### src/rtl/memory_arbiter.sv
// Single-port RAM arbiter: serialises instruction fetch and data access, alternating priority on ties.
// Grant one cycle after request; holds latched access until ACCESS, retries on ERROR, watchdog abort.
module memory_arbiter #(
  parameter int TIMEOUT = 255
) (
  input  logic        CLK,
  input  logic        nRST,
  input  logic        iREN,
  input  logic [31:0] iaddr,
  input  logic        dREN,
  input  logic        dWEN,
  input  logic [31:0] daddr,
  input  logic [31:0] dstore,
  output logic        iwait,
  output logic        dwait,
  output logic [31:0] iload,
  output logic [31:0] dload,
  output logic        ramREN,
  output logic        ramWEN,
  output logic [31:0] ramaddr,
  output logic [31:0] ramstore,
  input  logic [31:0] ramload,
  input  logic [1:0]  ramstate,
  output logic        timeout_err
);

  localparam int CW = $clog2(TIMEOUT + 1);
  localparam logic [1:0] RAM_ACCESS = 2'd2;
  localparam logic [1:0] RAM_ERROR  = 2'd3;

  typedef enum logic [1:0] {IDLE, DGRANT, IGRANT} state_t;

  state_t        state;
  logic          last_grant;
  logic          lat_wen;
  logic [31:0]   lat_addr;
  logic [31:0]   lat_store;
  logic [CW-1:0] wdog;

  logic          dreq;
  logic          granted;
  logic          hit;
  logic          expired;
  logic          done;
  logic          icmp;
  logic          dcmp;
  logic [31:0]   cmpl_data;

  assign dreq      = dREN | dWEN;
  assign granted   = (state != IDLE);
  assign hit       = granted && (ramstate == RAM_ACCESS);
  // A real ACCESS in the expiry cycle still delivers the RAM data.
  assign expired   = granted && !hit && (wdog == CW'(TIMEOUT));
  assign done      = hit | expired;
  assign icmp      = done && (state == IGRANT);
  assign dcmp      = done && (state == DGRANT);
  assign cmpl_data = expired ? 32'hBAD1_BAD1 : ramload;

  always_ff @(posedge CLK) begin
    if (!nRST) begin
      state       <= IDLE;
      last_grant  <= 1'b0;
      lat_wen     <= 1'b0;
      lat_addr    <= '0;
      lat_store   <= '0;
      wdog        <= '0;
      timeout_err <= 1'b0;
    end else begin
      case (state)
        IDLE: begin
          wdog <= '0;
          if (dreq && (!iREN || !last_grant)) begin
            state     <= DGRANT;
            lat_addr  <= daddr;
            lat_store <= dstore;
            lat_wen   <= dWEN;
          end else if (iREN) begin
            state     <= IGRANT;
            lat_addr  <= iaddr;
            lat_store <= '0;
            lat_wen   <= 1'b0;
          end
        end
        default: begin
          if (done) begin
            state      <= IDLE;
            last_grant <= (state == DGRANT);
            wdog       <= '0;
            if (expired) timeout_err <= 1'b1;
          end else if (ramstate == RAM_ERROR) begin
            wdog <= '0;
          end else begin
            wdog <= wdog + CW'(1);
          end
        end
      endcase
    end
  end

  assign ramREN   = granted && !lat_wen;
  assign ramWEN   = granted && lat_wen;
  assign ramaddr  = lat_addr;
  assign ramstore = lat_store;

  assign iwait = iREN && !icmp;
  assign dwait = dreq && !dcmp;
  assign iload = icmp ? cmpl_data : 32'h0;
  assign dload = dcmp ? cmpl_data : 32'h0;

endmodule

### config.mk
export PLATFORM = sky130hd
export DESIGN_NAME = memory_arbiter
export DESIGN_NICKNAME = d
export VERILOG_FILES = /design/src/rtl/memory_arbiter.sv
export SDC_FILE = /design/constraint.sdc
export NUM_CORES = 1
export LEC_CHECK = 0
export CELL_PAD_IN_SITES_DETAIL_PLACEMENT = 1
export CELL_PAD_IN_SITES_GLOBAL_PLACEMENT = 1
export CORE_MARGIN = 3
export CORE_UTILIZATION = 25
export CTS_CLUSTER_DIAMETER = 120
export DETAILED_ROUTE_END_ITERATION = 16
export GPL_TIMING_DRIVEN = 0
export HOLD_SLACK_MARGIN = 0.12
export PLACE_DENSITY_LB_ADDON = 0.1
export SYNTH_ARGS = -nofsm -noshare
export SYNTH_HDL_FRONTEND = slang
export SYNTH_SLANG_ARGS = --single-unit
### constraint.sdc
create_clock -name CLK -period 3.2 [get_ports CLK]
set_input_delay 0.64 -clock CLK [delete_from_list [all_inputs] [get_ports CLK]]
set_output_delay 0.64 -clock CLK [all_outputs]
set_load 0.01 [all_outputs]
==> flow_metrics.tcl <==
set metrics [dict create \
    cpPeakStageDelay_ns 0.46 \
    switchingPower_uw 815 \
    start_util_pct 26.1 \
    crit_chain "clkdlybuf4s50_1, and2b_2, buf_4, nor3_4, buf_6, buf_6, buf_6, o21a_1, dlygate4sd2_1" \
    crit_top_cell "buf_6" \
    syn_to_final_growth_pct 95.4 \
    synth-compound-area-share_pct 26.3 \
    cp.required_ns 2.56 \
    swShare_pct 25.8 \
    grt_util_all_layers_pct 19.2 \
    synth_adder_area_share_pct 0.354 \
    whs_endpoint "timeout_err" \
    cts_buffers 9 \
    clock_latency_ns 0.33 \
    core_um2 13600 \
    grt_pass1_vias 4485 \
    path_class "in -> out" \
    synth_warnings 0 \
    synthSimpleGateAreaFrac_pct 14.4 \
    drt_iter0_drc 152 \
    rows 42 \
    synth_seq_cells 77 \
    grt_pass1_wl_um 24200 \
    cts_root_buf "clkbuf_16" \
    dr_total_vias 4138 \
    highest_layer "met4" \
    final_nets 816 \
    seqPwrFrac_pct 35.3 \
    design_area_um2 6920 \
    path_delay_family "buffers and inverters" \
    die_h_um 125 \
    clock-sinks 77 \
    synthArstFlopShare_pct 0 \
    maxCapViolations 0 \
    crit_arrival_ns 2.50 \
    routedWlPerCell_um 17.9 \
    clkPwrFrac_pct 39.0 \
    ys_types 37 \
    met1Wirelength_um 6000 \
    synth_edf_count 0 \
    firstDrtPassIters 4 \
    min_from "timeout_err" \
    grt_max_degree 14 \
    reg2reg_depth 6 \
    finClkSkew_ns 0.00500 \
    drive_gt1_share_pct 9.05 \
    antennaDiodeCount 0 \
    worst_path_max_delay_cell "clkdlybuf4s50_1" \
    htreeDepth 3 \
    clockBufferDepth 2 \
    port_buffers 266 \
    synth.cell_area_um2 3540 \
    r2r_start "state[1]" \
    routed_wirelength_um 15400 \
    synth_top_area_share_pct 43.6 \
    synth-xor-area-share_pct 1.24 \
    place_congestion 0.884 \
    drc 0 \
    slew_headroom_pct 40.6 \
    rsz0062_at_grt "true" \
    rrSetupSlack_ns 1.15 \
    fmax_mhz 318 \
    ant_nets 0 \
    cp_max_fo 10 \
    dp_hpwl_um 12200 \
    dpl_cell_area_um2 6420 \
    tightestPinTransition_ns 0.883 \
    whs_path_depth 1 \
    yosys.area.top_type "dfxtp_1" \
    synth_mux_area_share_pct 9.05 \
    wl_met3_um 1220 \
    power.leakage_nw 3.13 \
    power_density_nw_per_um2 458 \
    io_pins 268 \
    synth_fp_nets 526 \
    hold_viol_final 0 \
    drv_slew 0 \
    yosysSeqAreaShare_pct 43.6 \
    clkTransAtPathRegs_ns 0.06 \
    path_buf_inv 6 \
    p_int_mw 2.35 \
    die_w_um 125 \
    synth_cells 390 \
    crit_path_start_kind "primary input" \
    grt_overflow_total 0 \
    hold_path_class "reg -> reg" \
    r2r-end "ramaddr[4]" \
    dieArea_um2 15600 \
    endpoint_kind "output pin" \
    dr_wl_met2_um 8080 \
    ir_worst_vdd_uv 261 \
    antenna_found_initial 0 \
    period_needed_ns 3.14 \
    synth.avg_cell_area_um2 9.07 \
    fin_crit_sh_pct 98.2 \
    cts_tree "yes" \
    viasPerCell 4.81 \
    status "finished clean" \
    ys.flop_type "dfxtp_1" \
    p_comb_share_pct 25.7 \
    setup_viol 0 \
    synthTopCellsByArea "dfxtp_1 (44%), mux2i_1 (9.1%), o21a_1 (7.9%), a22oi_1 (7.0%), a21oi_1 (5.0%)" \
    final_core_util_pct 51.0 \
    synth_top_family_by_area "compound AO/OA/AOI/OAI gates" \
]
-- state kept, by name, summed over array words and instances (netlist names) --
signal	flops
ramstore	32
wdog	8
last_grant	1
lat_wen	1
state	2
ramaddr	32
timeout_err	1
-- power groups by stage --
| stage | Sequential (mW) | Combinational [mW] | Clock, mW |
|---|---|---|---|
| floorplan | 1.17 | 0.274 | 0 |
| global route | 1.13 | 0.886 | 1.31 |
| global placement | 1.13 | 0.805 | 0 |
| finish | 1.12 | 0.813 | 1.23 |
| detailed placement | 1.13 | 0.820 | 0 |
| CTS | 1.12 | 0.824 | 1.27 |
-- layer usage --
layer  vias up  track usage (%)
met4         0             4.27
met5         -                0
met2       175             36.3
met1      1955             20.6
li1       1999                -
met3         9             6.44
-- final cells by class --
| class | count | area (µm²) |
|---|---|---|
| clock buffer | 10 | 229 |
| timing repair buffer | 280 | 2740 |
| inverter | 1 | 3.75 |
| tap | 176 | 220 |
| clock inverter | 6 | 135 |
| sequential | 77 | 1540 |
| fill | 1568 | 6640 |
| multi-input combinational | 276 | 1840 |
| buffer | 35 | 208 |
-- through the flow --
stage	power [mW]	cells	hold WS, ns	setup TNS (ns)	setup slack, ns
4_1_cts	3.21	860	0.488	-0.00785	-0.00785
6_report	3.16	861	0.475	0	0.0561
2_1_floorplan	1.45	390	0.442	0	0.836
3_3_place_gp	1.93	832	0.465	-24.68	-0.518
3_5_place_dp	1.95	832	0.471	-25.62	-0.512
5_1_grt	3.33	861	0.490	-0.00270	-0.00177
-- synthesized netlist by cell type (2+ instances only) --
cell      number
dfxtp_1       77
clkbuf_2       2
or3_1          2
nand3_1        3
clkbuf_1      20
o21ai_0       33
and3_1        25
and3_2         4
nand2_1        4
and2_1         2
mux2i_1       32
xnor2_1        2
o21a_1        37
nor2b_1        2
buf_2         11
a22oi_1       33
a21oi_1       35
nor2_1        42
buf_6          3
nor3b_2        2
xor2_1         3
-- worst max-delay path by stage --
| stage | end | cells past startpoint | slack (ns) | startpoint |
|---|---|---|---|---|
| after floorplan | iload[26] | 5 | 0.84 | ramstate[0] |
| after global placement | dload[30] | 7 | -0.52 | ramstate[1] |
| after detailed placement | dload[30] | 7 | -0.51 | ramstate[1] |
| after CTS | iload[26] | 9 | -0.008 | ramstate[0] |
| after global routing | dload[25] | 9 | -0.002 | ramstate[0] |
| final | dload[29] | 9 | 0.06 | ramstate[0] |
-- layout by cell type (no fill, tap or decap), drive strengths merged, types with 4 or more instances in the layout --
master	count
a21oi	35
a22oi	33
bufinv	4
nor2	43
dlygate4sd2	41
o21a	37
buf	28
dfxtp	77
clkdlybuf4s15	17
clkdlybuf4s50	199
dlymetal6s2s	6
and3	29
nand2	4
o21ai	33
mux2i	32
clkbuf	34
-- cells by family (layout without fill, tap and decap cells) --
logic type               count (synthesis)  after routing
flip-flops                              77             77
AO/OA/AOI/OAI                          145            145
adder cells (fa/ha/maj)                  1              1
multiplexers                            32             32
buffers and inverters                   37            332
XOR/XNOR                                 5              5
AND/OR/NAND/NOR                         93             93
-- what timing repair did --
| action | in CTS | in global routing |
|---|---|---|
| cloned | 1 | 0 |
| pin swaps | 3 | 2 |
| endpoints found under the setup margin | 66 | 32 |
| setup buffers | 11 | 2 |
| hold buffers | 0 | 0 |
| gates resized for setup | 91 | 21 |
No activity file was read; power rests on OpenSTA's default activity.
